[src/rtl/unified_mem_arbiter_if.sv]
// Request/response bundle between the fetch and memory stages, the arbiter, and the
// single-port memory macro.
interface unified_mem_arbiter_if #(
   parameter int ADDR_WIDTH = 32,
   parameter int DATA_WIDTH = 32
);
   logic                      if_req;
   logic [ADDR_WIDTH-1:0]     if_addr;
   logic                      if_kill;
   logic                      if_gnt;
   logic                      if_rvalid;
   logic [DATA_WIDTH-1:0]     if_rdata;

   logic                      dm_req;
   logic                      dm_we;
   logic [DATA_WIDTH/8-1:0]   dm_be;
   logic [ADDR_WIDTH-1:0]     dm_addr;
   logic [DATA_WIDTH-1:0]     dm_wdata;
   logic                      dm_gnt;
   logic                      dm_rvalid;
   logic [DATA_WIDTH-1:0]     dm_rdata;

   logic                      mem_en;
   logic                      mem_we;
   logic [DATA_WIDTH/8-1:0]   mem_be;
   logic [ADDR_WIDTH-1:0]     mem_addr;
   logic [DATA_WIDTH-1:0]     mem_wdata;
   logic [DATA_WIDTH-1:0]     mem_rdata;

   logic                      busy;

   // Requesters plus the memory macro drive the arbiter inputs.
   modport master (
      output if_req, if_addr, if_kill,
      output dm_req, dm_we, dm_be, dm_addr, dm_wdata,
      output mem_rdata,
      input  if_gnt, if_rvalid, if_rdata,
      input  dm_gnt, dm_rvalid, dm_rdata,
      input  mem_en, mem_we, mem_be, mem_addr, mem_wdata,
      input  busy
   );

   modport slave (
      input  if_req, if_addr, if_kill,
      input  dm_req, dm_we, dm_be, dm_addr, dm_wdata,
      input  mem_rdata,
      output if_gnt, if_rvalid, if_rdata,
      output dm_gnt, dm_rvalid, dm_rdata,
      output mem_en, mem_we, mem_be, mem_addr, mem_wdata,
      output busy
   );
endinterface

[src/rtl/unified_mem_arbiter.sv]
// Arbiter sharing one fixed-latency single-port memory between instruction fetch and
// the memory stage; one transaction in flight, response routed to its issuer.
module unified_mem_arbiter #(
   parameter int ADDR_WIDTH   = 32,
   parameter int DATA_WIDTH   = 32,
   parameter int MEM_LATENCY  = 2,
   parameter int STARVE_LIMIT = 4
) (
   input  logic                 clk,
   input  logic                 rst,
   unified_mem_arbiter_if.slave bus
);

   localparam int CNT_W = (MEM_LATENCY > 1) ? $clog2(MEM_LATENCY) : 1;
   localparam int STV_W = $clog2(STARVE_LIMIT + 1);

   localparam logic [CNT_W-1:0] CNT_LOAD = CNT_W'(MEM_LATENCY - 1);
   localparam logic [CNT_W-1:0] CNT_ONE  = CNT_W'(1);
   localparam logic [CNT_W-1:0] CNT_ZERO = CNT_W'(0);
   localparam logic [STV_W-1:0] STV_MAX  = STV_W'(STARVE_LIMIT);
   localparam logic [STV_W-1:0] STV_ONE  = STV_W'(1);
   localparam logic [STV_W-1:0] STV_ZERO = STV_W'(0);

   typedef enum logic {
      S_IDLE = 1'b0,
      S_WAIT = 1'b1
   } state_e;

   typedef enum logic [1:0] {
      OWN_NONE = 2'd0,
      OWN_IF   = 2'd1,
      OWN_DM   = 2'd2
   } owner_e;

   state_e             state_r,  state_nxt_s;
   owner_e             owner_r,  owner_nxt_s;
   logic [CNT_W-1:0]   cnt_r,    cnt_nxt_s;
   logic [STV_W-1:0]   starve_r, starve_nxt_s;
   logic               killed_r, killed_nxt_s;
   logic               we_r,     we_nxt_s;

   logic               resp_s;
   logic               window_s;
   logic               if_win_s;
   logic               issue_s;

   // Transaction-tracking registers.
   always_ff @(posedge clk or posedge rst) begin
      if (rst) begin
         state_r  <= S_IDLE;
         owner_r  <= OWN_NONE;
         cnt_r    <= CNT_ZERO;
         starve_r <= STV_ZERO;
         killed_r <= 1'b0;
         we_r     <= 1'b0;
      end else begin
         state_r  <= state_nxt_s;
         owner_r  <= owner_nxt_s;
         cnt_r    <= cnt_nxt_s;
         starve_r <= starve_nxt_s;
         killed_r <= killed_nxt_s;
         we_r     <= we_nxt_s;
      end
   end

   // Arbitration, issue, response routing and next-state selection.
   always_comb begin
      state_nxt_s   = state_r;
      owner_nxt_s   = owner_r;
      cnt_nxt_s     = cnt_r;
      starve_nxt_s  = starve_r;
      killed_nxt_s  = killed_r;
      we_nxt_s      = we_r;

      bus.if_gnt    = 1'b0;
      bus.if_rvalid = 1'b0;
      bus.if_rdata  = '0;
      bus.dm_gnt    = 1'b0;
      bus.dm_rvalid = 1'b0;
      bus.dm_rdata  = '0;
      bus.mem_en    = 1'b0;
      bus.mem_we    = 1'b0;
      bus.mem_be    = '0;
      bus.mem_addr  = '0;
      bus.mem_wdata = '0;
      bus.busy      = 1'b0;

      // The response cycle doubles as an issue slot so accesses can go back-to-back.
      resp_s   = (state_r == S_WAIT) && (cnt_r == CNT_ZERO);
      window_s = (state_r == S_IDLE) || resp_s;
      if_win_s = bus.if_req && (!bus.dm_req || (starve_r >= STV_MAX));
      issue_s  = !rst && window_s && (bus.if_req || bus.dm_req);

      if (issue_s) begin
         bus.mem_en = 1'b1;
         if (if_win_s) begin
            bus.if_gnt   = 1'b1;
            bus.mem_addr = bus.if_addr;
            bus.mem_be   = '1;
         end else begin
            bus.dm_gnt    = 1'b1;
            bus.mem_we    = bus.dm_we;
            bus.mem_be    = bus.dm_be;
            bus.mem_addr  = bus.dm_addr;
            bus.mem_wdata = bus.dm_wdata;
         end
      end else begin
         bus.mem_en = 1'b0;
      end

      if (!rst && resp_s) begin
         case (owner_r)
            OWN_IF: begin
               if (!killed_r && !bus.if_kill) begin
                  bus.if_rvalid = 1'b1;
                  bus.if_rdata  = bus.mem_rdata;
               end else begin
                  bus.if_rvalid = 1'b0;
               end
            end
            OWN_DM: begin
               bus.dm_rvalid = 1'b1;
               bus.dm_rdata  = we_r ? '0 : bus.mem_rdata;
            end
            default: begin
               bus.dm_rvalid = 1'b0;
            end
         endcase
      end else begin
         bus.if_rvalid = 1'b0;
      end

      bus.busy = !rst && (state_r == S_WAIT);

      // Starvation only accrues when IF actually lost a real arbitration.
      if (issue_s && !if_win_s && bus.if_req) begin
         starve_nxt_s = (starve_r >= STV_MAX) ? STV_MAX : (starve_r + STV_ONE);
      end else if ((issue_s && if_win_s) || !bus.if_req) begin
         starve_nxt_s = STV_ZERO;
      end else begin
         starve_nxt_s = starve_r;
      end

      case (state_r)
         S_IDLE: begin
            if (issue_s) begin
               state_nxt_s  = S_WAIT;
               cnt_nxt_s    = CNT_LOAD;
               owner_nxt_s  = if_win_s ? OWN_IF : OWN_DM;
               killed_nxt_s = if_win_s && bus.if_kill;
               we_nxt_s     = !if_win_s && bus.dm_we;
            end else begin
               state_nxt_s = S_IDLE;
            end
         end
         S_WAIT: begin
            if (issue_s) begin
               state_nxt_s  = S_WAIT;
               cnt_nxt_s    = CNT_LOAD;
               owner_nxt_s  = if_win_s ? OWN_IF : OWN_DM;
               killed_nxt_s = if_win_s && bus.if_kill;
               we_nxt_s     = !if_win_s && bus.dm_we;
            end else if (resp_s) begin
               state_nxt_s  = S_IDLE;
               owner_nxt_s  = OWN_NONE;
               killed_nxt_s = 1'b0;
               we_nxt_s     = 1'b0;
            end else begin
               cnt_nxt_s    = cnt_r - CNT_ONE;
               killed_nxt_s = killed_r || ((owner_r == OWN_IF) && bus.if_kill);
            end
         end
         default: begin
            state_nxt_s = S_IDLE;
            owner_nxt_s = OWN_NONE;
         end
      endcase
   end

endmodule

[src/flat_wrapper.sv]
// flat-port wrapper written by rule: the top's interface ports become plain ports
module unified_mem_arbiter_flat 
#(
   parameter int ADDR_WIDTH   = 32,
   parameter int DATA_WIDTH   = 32,
   parameter int MEM_LATENCY  = 2,
   parameter int STARVE_LIMIT = 4
)
  (clk, rst, bus_if_req, bus_if_addr, bus_if_kill, bus_dm_req, bus_dm_we, bus_dm_be, bus_dm_addr, bus_dm_wdata, bus_mem_rdata, bus_if_gnt, bus_if_rvalid, bus_if_rdata, bus_dm_gnt, bus_dm_rvalid, bus_dm_rdata, bus_mem_en, bus_mem_we, bus_mem_be, bus_mem_addr, bus_mem_wdata, bus_busy);
  unified_mem_arbiter_if #(.ADDR_WIDTH(ADDR_WIDTH), .DATA_WIDTH(DATA_WIDTH)) bus_i ();
  input  logic clk;
  input  logic rst;
  input wire logic [$bits(bus_i.if_req)-1:0] bus_if_req;
  input wire logic [$bits(bus_i.if_addr)-1:0] bus_if_addr;
  input wire logic [$bits(bus_i.if_kill)-1:0] bus_if_kill;
  input wire logic [$bits(bus_i.dm_req)-1:0] bus_dm_req;
  input wire logic [$bits(bus_i.dm_we)-1:0] bus_dm_we;
  input wire logic [$bits(bus_i.dm_be)-1:0] bus_dm_be;
  input wire logic [$bits(bus_i.dm_addr)-1:0] bus_dm_addr;
  input wire logic [$bits(bus_i.dm_wdata)-1:0] bus_dm_wdata;
  input wire logic [$bits(bus_i.mem_rdata)-1:0] bus_mem_rdata;
  output wire logic [$bits(bus_i.if_gnt)-1:0] bus_if_gnt;
  output wire logic [$bits(bus_i.if_rvalid)-1:0] bus_if_rvalid;
  output wire logic [$bits(bus_i.if_rdata)-1:0] bus_if_rdata;
  output wire logic [$bits(bus_i.dm_gnt)-1:0] bus_dm_gnt;
  output wire logic [$bits(bus_i.dm_rvalid)-1:0] bus_dm_rvalid;
  output wire logic [$bits(bus_i.dm_rdata)-1:0] bus_dm_rdata;
  output wire logic [$bits(bus_i.mem_en)-1:0] bus_mem_en;
  output wire logic [$bits(bus_i.mem_we)-1:0] bus_mem_we;
  output wire logic [$bits(bus_i.mem_be)-1:0] bus_mem_be;
  output wire logic [$bits(bus_i.mem_addr)-1:0] bus_mem_addr;
  output wire logic [$bits(bus_i.mem_wdata)-1:0] bus_mem_wdata;
  output wire logic [$bits(bus_i.busy)-1:0] bus_busy;
  assign bus_i.if_req = bus_if_req;
  assign bus_i.if_addr = bus_if_addr;
  assign bus_i.if_kill = bus_if_kill;
  assign bus_i.dm_req = bus_dm_req;
  assign bus_i.dm_we = bus_dm_we;
  assign bus_i.dm_be = bus_dm_be;
  assign bus_i.dm_addr = bus_dm_addr;
  assign bus_i.dm_wdata = bus_dm_wdata;
  assign bus_i.mem_rdata = bus_mem_rdata;
  assign bus_if_gnt = bus_i.if_gnt;
  assign bus_if_rvalid = bus_i.if_rvalid;
  assign bus_if_rdata = bus_i.if_rdata;
  assign bus_dm_gnt = bus_i.dm_gnt;
  assign bus_dm_rvalid = bus_i.dm_rvalid;
  assign bus_dm_rdata = bus_i.dm_rdata;
  assign bus_mem_en = bus_i.mem_en;
  assign bus_mem_we = bus_i.mem_we;
  assign bus_mem_be = bus_i.mem_be;
  assign bus_mem_addr = bus_i.mem_addr;
  assign bus_mem_wdata = bus_i.mem_wdata;
  assign bus_busy = bus_i.busy;
  unified_mem_arbiter #(.ADDR_WIDTH(ADDR_WIDTH), .DATA_WIDTH(DATA_WIDTH), .MEM_LATENCY(MEM_LATENCY), .STARVE_LIMIT(STARVE_LIMIT)) u_core (.clk(clk), .rst(rst), .bus(bus_i));
endmodule
[config.mk]
export PLATFORM = sky130hd
export DESIGN_NAME = unified_mem_arbiter_flat
export DESIGN_NICKNAME = d
export VERILOG_FILES = /design/src/rtl/unified_mem_arbiter_if.sv /design/src/rtl/unified_mem_arbiter.sv /design/src/flat_wrapper.sv
export SDC_FILE = /design/constraint.sdc
export NUM_CORES = 1
export LEC_CHECK = 0
export CAP_MARGIN = 20
export CORE_AREA = 2 2 108 110
export CTS_CLUSTER_DIAMETER = 30
export DETAILED_ROUTE_END_ITERATION = 7
export DIE_AREA = 0 0 110 112
export MAX_ROUTING_LAYER = met4
export PLACE_DENSITY_LB_ADDON = 0.1
export SYNTH_ARGS = -nofsm -noshare
export SYNTH_HDL_FRONTEND = slang
export SYNTH_SLANG_ARGS = --single-unit
[constraint.sdc]
create_clock -name clk -period 1.95 [get_ports clk]
set_clock_uncertainty 0.2 [all_clocks]
set_input_delay 0.2925 -clock clk [delete_from_list [all_inputs] [get_ports clk]]
set_output_delay 0.2925 -clock clk [all_outputs]
set_load 0.1 [all_outputs]
==> summary.md <==
| Metric | Value |
|---|---|
| Status | complete, but fails checks |
| Violated checks | negative setup slack |
| Synthesized area per cell | 7.63 um2 |
| Rel. slew slack | 0.771 |
| F_max | a little over 400 MHz |
| Depth of the CTS H-tree | 1 |
| Int Pwr | 0.00164 W |
| Net switching power | approximately 0.0015 W |
| Routability cong. | slightly below 0.8 |
| Top-Level Pins | around 280 |
| GRT overflow | 0 |
| Crit end category | primary output |
| Final setup margin | -0.533 ns |
| Core area | between 10000 and 15000 um2 |
| Synth Cell Area | between 1500 and 2000 um2 |
| Worst path max stage delay | 0.40 ns |
| Die height | approximately 110 um |
| # setup viols final | 138 |
| Fin crit period | around 2.5 ns |
| Initial DRC count | 60 |
| CTS clk-pin slew, worst paths | 0.04 ns |
| Switching Share | 0.479 |
| Site Rows | 39 |
| Max-slew violations | 0 |
| Layout cells sized above 1 | 0.662 |
| Area Overhead vs Synth | 371% |
| Wirelength per Cell | around 18 um |
| CP Launch Type | register |
| Final WL | approximately 12000 um |
| Slowest-stage cell, CP | or3b_4 |
| Max Cap Viol | 0 |
| Critical Path RT | about 1.5 ns |
| Number of global-route vias before repair | 2987 |
| RSZ-0062 raised after global routing | yes |
| Final Core Density | 0.650 |
| Worst slew pin tran | 0.343 ns |
| Pre-Repair DR Iteration Count | 4 |
| Initial Utilization | 0.138 |
| Post-route cell area | between 7000 and 8000 um2 |
| Pin count of the biggest net entering global routing | 33 |
| Final hold vios | 0 |
| Peak supply drop | roughly 0.30 mV |
| Crit path DAT | between 1.5 and 2 ns |
| Pwr Total | 0.00315 W |
| Antenna cell count | 0 |
| Hold/Removal Path Class | input port to async pin |
| Most frequent CP cell | buf_12 |
| Pleak | 3.14 nW |
| Reg power frac | 0.072 |
| CP Cell Sequence | or3b_4 > nor4b_4 > buf_6 > buf_12 > buf_16 > and2_4 > buf_12 |
| Maximum fanout along the worst path | 8 |
| Root buffer cell | clkbuf_16 |
| PD cells | ~430 nW/um2 |
| CTS Buf Count | 3 |
| Die footprint | between 10000 and 15000 um2 |
| Fillers | roughly 840 |
| #FFs+latches synth | 9 |
| Syn nets | 342 |
| Sequential fraction of the synthesis area | 0.146 |
| CTS max path bufs | 2 |
| HPWL Detailed | 9470 um |
| CTS tree | done |
| Kind of critical path | register to primary output |
| Vias/cell | 4.16 |
| Clock tree sinks | 9 |
| Later-pin clock latency in the skew report | between 0.2 and 0.25 ns |
| Total Neg Setup Slack | -57.88 ns |
| Mapped Cells | about 200 |
| Synth warn | 0 |
| Comb pwr share | 0.814 |
| Chip width | around 110 um |
| GRT Util Overall | 0.192 |
| Via count | about 2800 |
| Initial antenna violation count | 0 |
| Crit share post-route | 1.27 |
| Area post-placement | 6580 um2 |
| Antenna-violating nets left | 0 |
| Final net count | 661 |
| Global-route wire length before repair | between 15000 and 20000 um |
| Clock share of power | 0.114 |
| PortBufs | roughly 280 |
| # DRC | 0 |
| Cell variety after synth | 26 |
## through the flow
step / std cells / hold slack, ns / setup slack [ns]
after floorplan: 202 / -0.0796 / -0.419
after CTS: 660 / 0.148 / -0.531
after global routing: 663 / 0.191 / -0.601
after global placement: 624 / 0.321 / -0.586
final: 663 / 0.137 / -0.533
after detailed placement: 624 / 0.328 / -0.606
## cell type report
type | count | area, um2 | area share
tap | 143 | 179 | 0.0246
inverter | 6 | 22.5 | 0.00310
sequential | 9 | 225 | 0.0310
timing repair buffer | 335 | 4970 | 0.684
clock buffer | 4 | 78.8 | 0.0109
multi-input combinational | 166 | 1790 | 0.246
## cells in the mapped netlist
cell type,number,share of area
and2_1,97,0.39
nor3_2,1,0.0065
nor2b_1,3,0.012
buf_2,5,0.016
ha_1,2,0.016
buf_6,4,0.029
inv_1,6,0.015
and3b_1,1,0.0057
a22o_1,32,0.18
nor2_1,1,0.0024
clkbuf_1,11,0.027
o2bb2ai_1,1,0.0057
or3b_4,1,0.0073
nand3_1,3,0.0097
nor4b_4,1,0.015
a21oi_1,2,0.0065
a21o_1,4,0.019
a41oi_1,1,0.0057
buf_4,1,0.0049
nand2b_1,1,0.0041
a2bb2o_1,1,0.0065
and3_1,1,0.0041
o21bai_1,3,0.015
mux2i_1,5,0.032
nand2_1,5,0.012
dfrtp_1,9,0.15
## critical path, delay by kind of cell (launching register included)
kind	cells	cell delay (ns)
AND/OR/NAND/NOR	3	0.82
flip-flops	1	0.37
buffers and inverters	4	0.56
## kinds of logic after synthesis
kind of cell               share of synthesized area
DFF                                            0.146
and+or+nand+nor                                0.473
muxes                                         0.0325
adders and majority gates                     0.0162
buffers and inverters                         0.0917
AOI/OAI and AO/OA                              0.240
## metal layers
| layer | global-route usage | wire length, um | vias to the layer above |
|---|---|---|---|
| met5 | - | 0 | - |
| met1 | 0.192 | 3830 | 1262 |
| met3 | 0.0381 | 997 | 10 |
| li1 | - | - | 1321 |
| met2 | 0.376 | 7000 | 164 |
| met4 | 0.0329 | 170 | 0 |
## path summary, 6_finish.rpt
check / slack [ns] / cells after the start / startpoint / to
max: -0.53 / 7 / u_core.cnt_r / bus_if_rdata[29]
min: 0.14 / 3 / rst / u_core.starve_r[0]
max reg2reg: 0.04 / 9 / u_core.cnt_r / u_core.we_r
min reg2reg: 0.33 / 2 / u_core.owner_r[0] / u_core.owner_r[0]
max in group asynchronous: 1.16 / 3 / rst / u_core.owner_r[0]
min in group clk: 0.33 / 2 / u_core.owner_r[0] / u_core.owner_r[0]
## timing repair
item / 4_1_cts / 5_1_grt
resized for setup: 37 / 11
pin swaps: 36 / 17
buffers inserted: 22 / 8
gates cloned: 10 / 3
endpoints found under the setup margin: 138 / 140
hold buffers: 0 / 0
## registers in the layout (all words and copies together), names as in the netlist
name / cells
u_core.owner_r: 2
u_core.state_r: 1
u_core.starve_r: 3
u_core.cnt_r: 1
u_core.killed_r: 1
u_core.we_r: 1
## power by group through the flow
stage / clock [W] / sequential [W] / combinational, W
floorplan: 0 / 0.000224 / 0.00140
global placement: 0 / 0.000227 / 0.00237
detailed placement: 0 / 0.000228 / 0.00238
CTS: 0.000369 / 0.000226 / 0.00259
global route: 0.000379 / 0.000230 / 0.00264
finish: 0.000357 / 0.000227 / 0.00256
## placed cells by master (no fill, tap or decap), types with 2 or more instances in the layout
master / count
a22o_4: 32
inv_1: 6
a21o_4: 4
buf_6: 17
and2_4: 97
buf_8: 4
nand3_1: 3
dfrtp_1: 9
buf_12: 146
clkdlybuf4s50_1: 134
o21bai_1: 2
dlygate4sd2_1: 3
buf_4: 21
ha_1: 2
a21oi_4: 2
mux2i_1: 5
buf_16: 7
nand2_1: 5
clkbuf_16: 6
nor2b_1: 2
(Power assumes the default switching activity.)
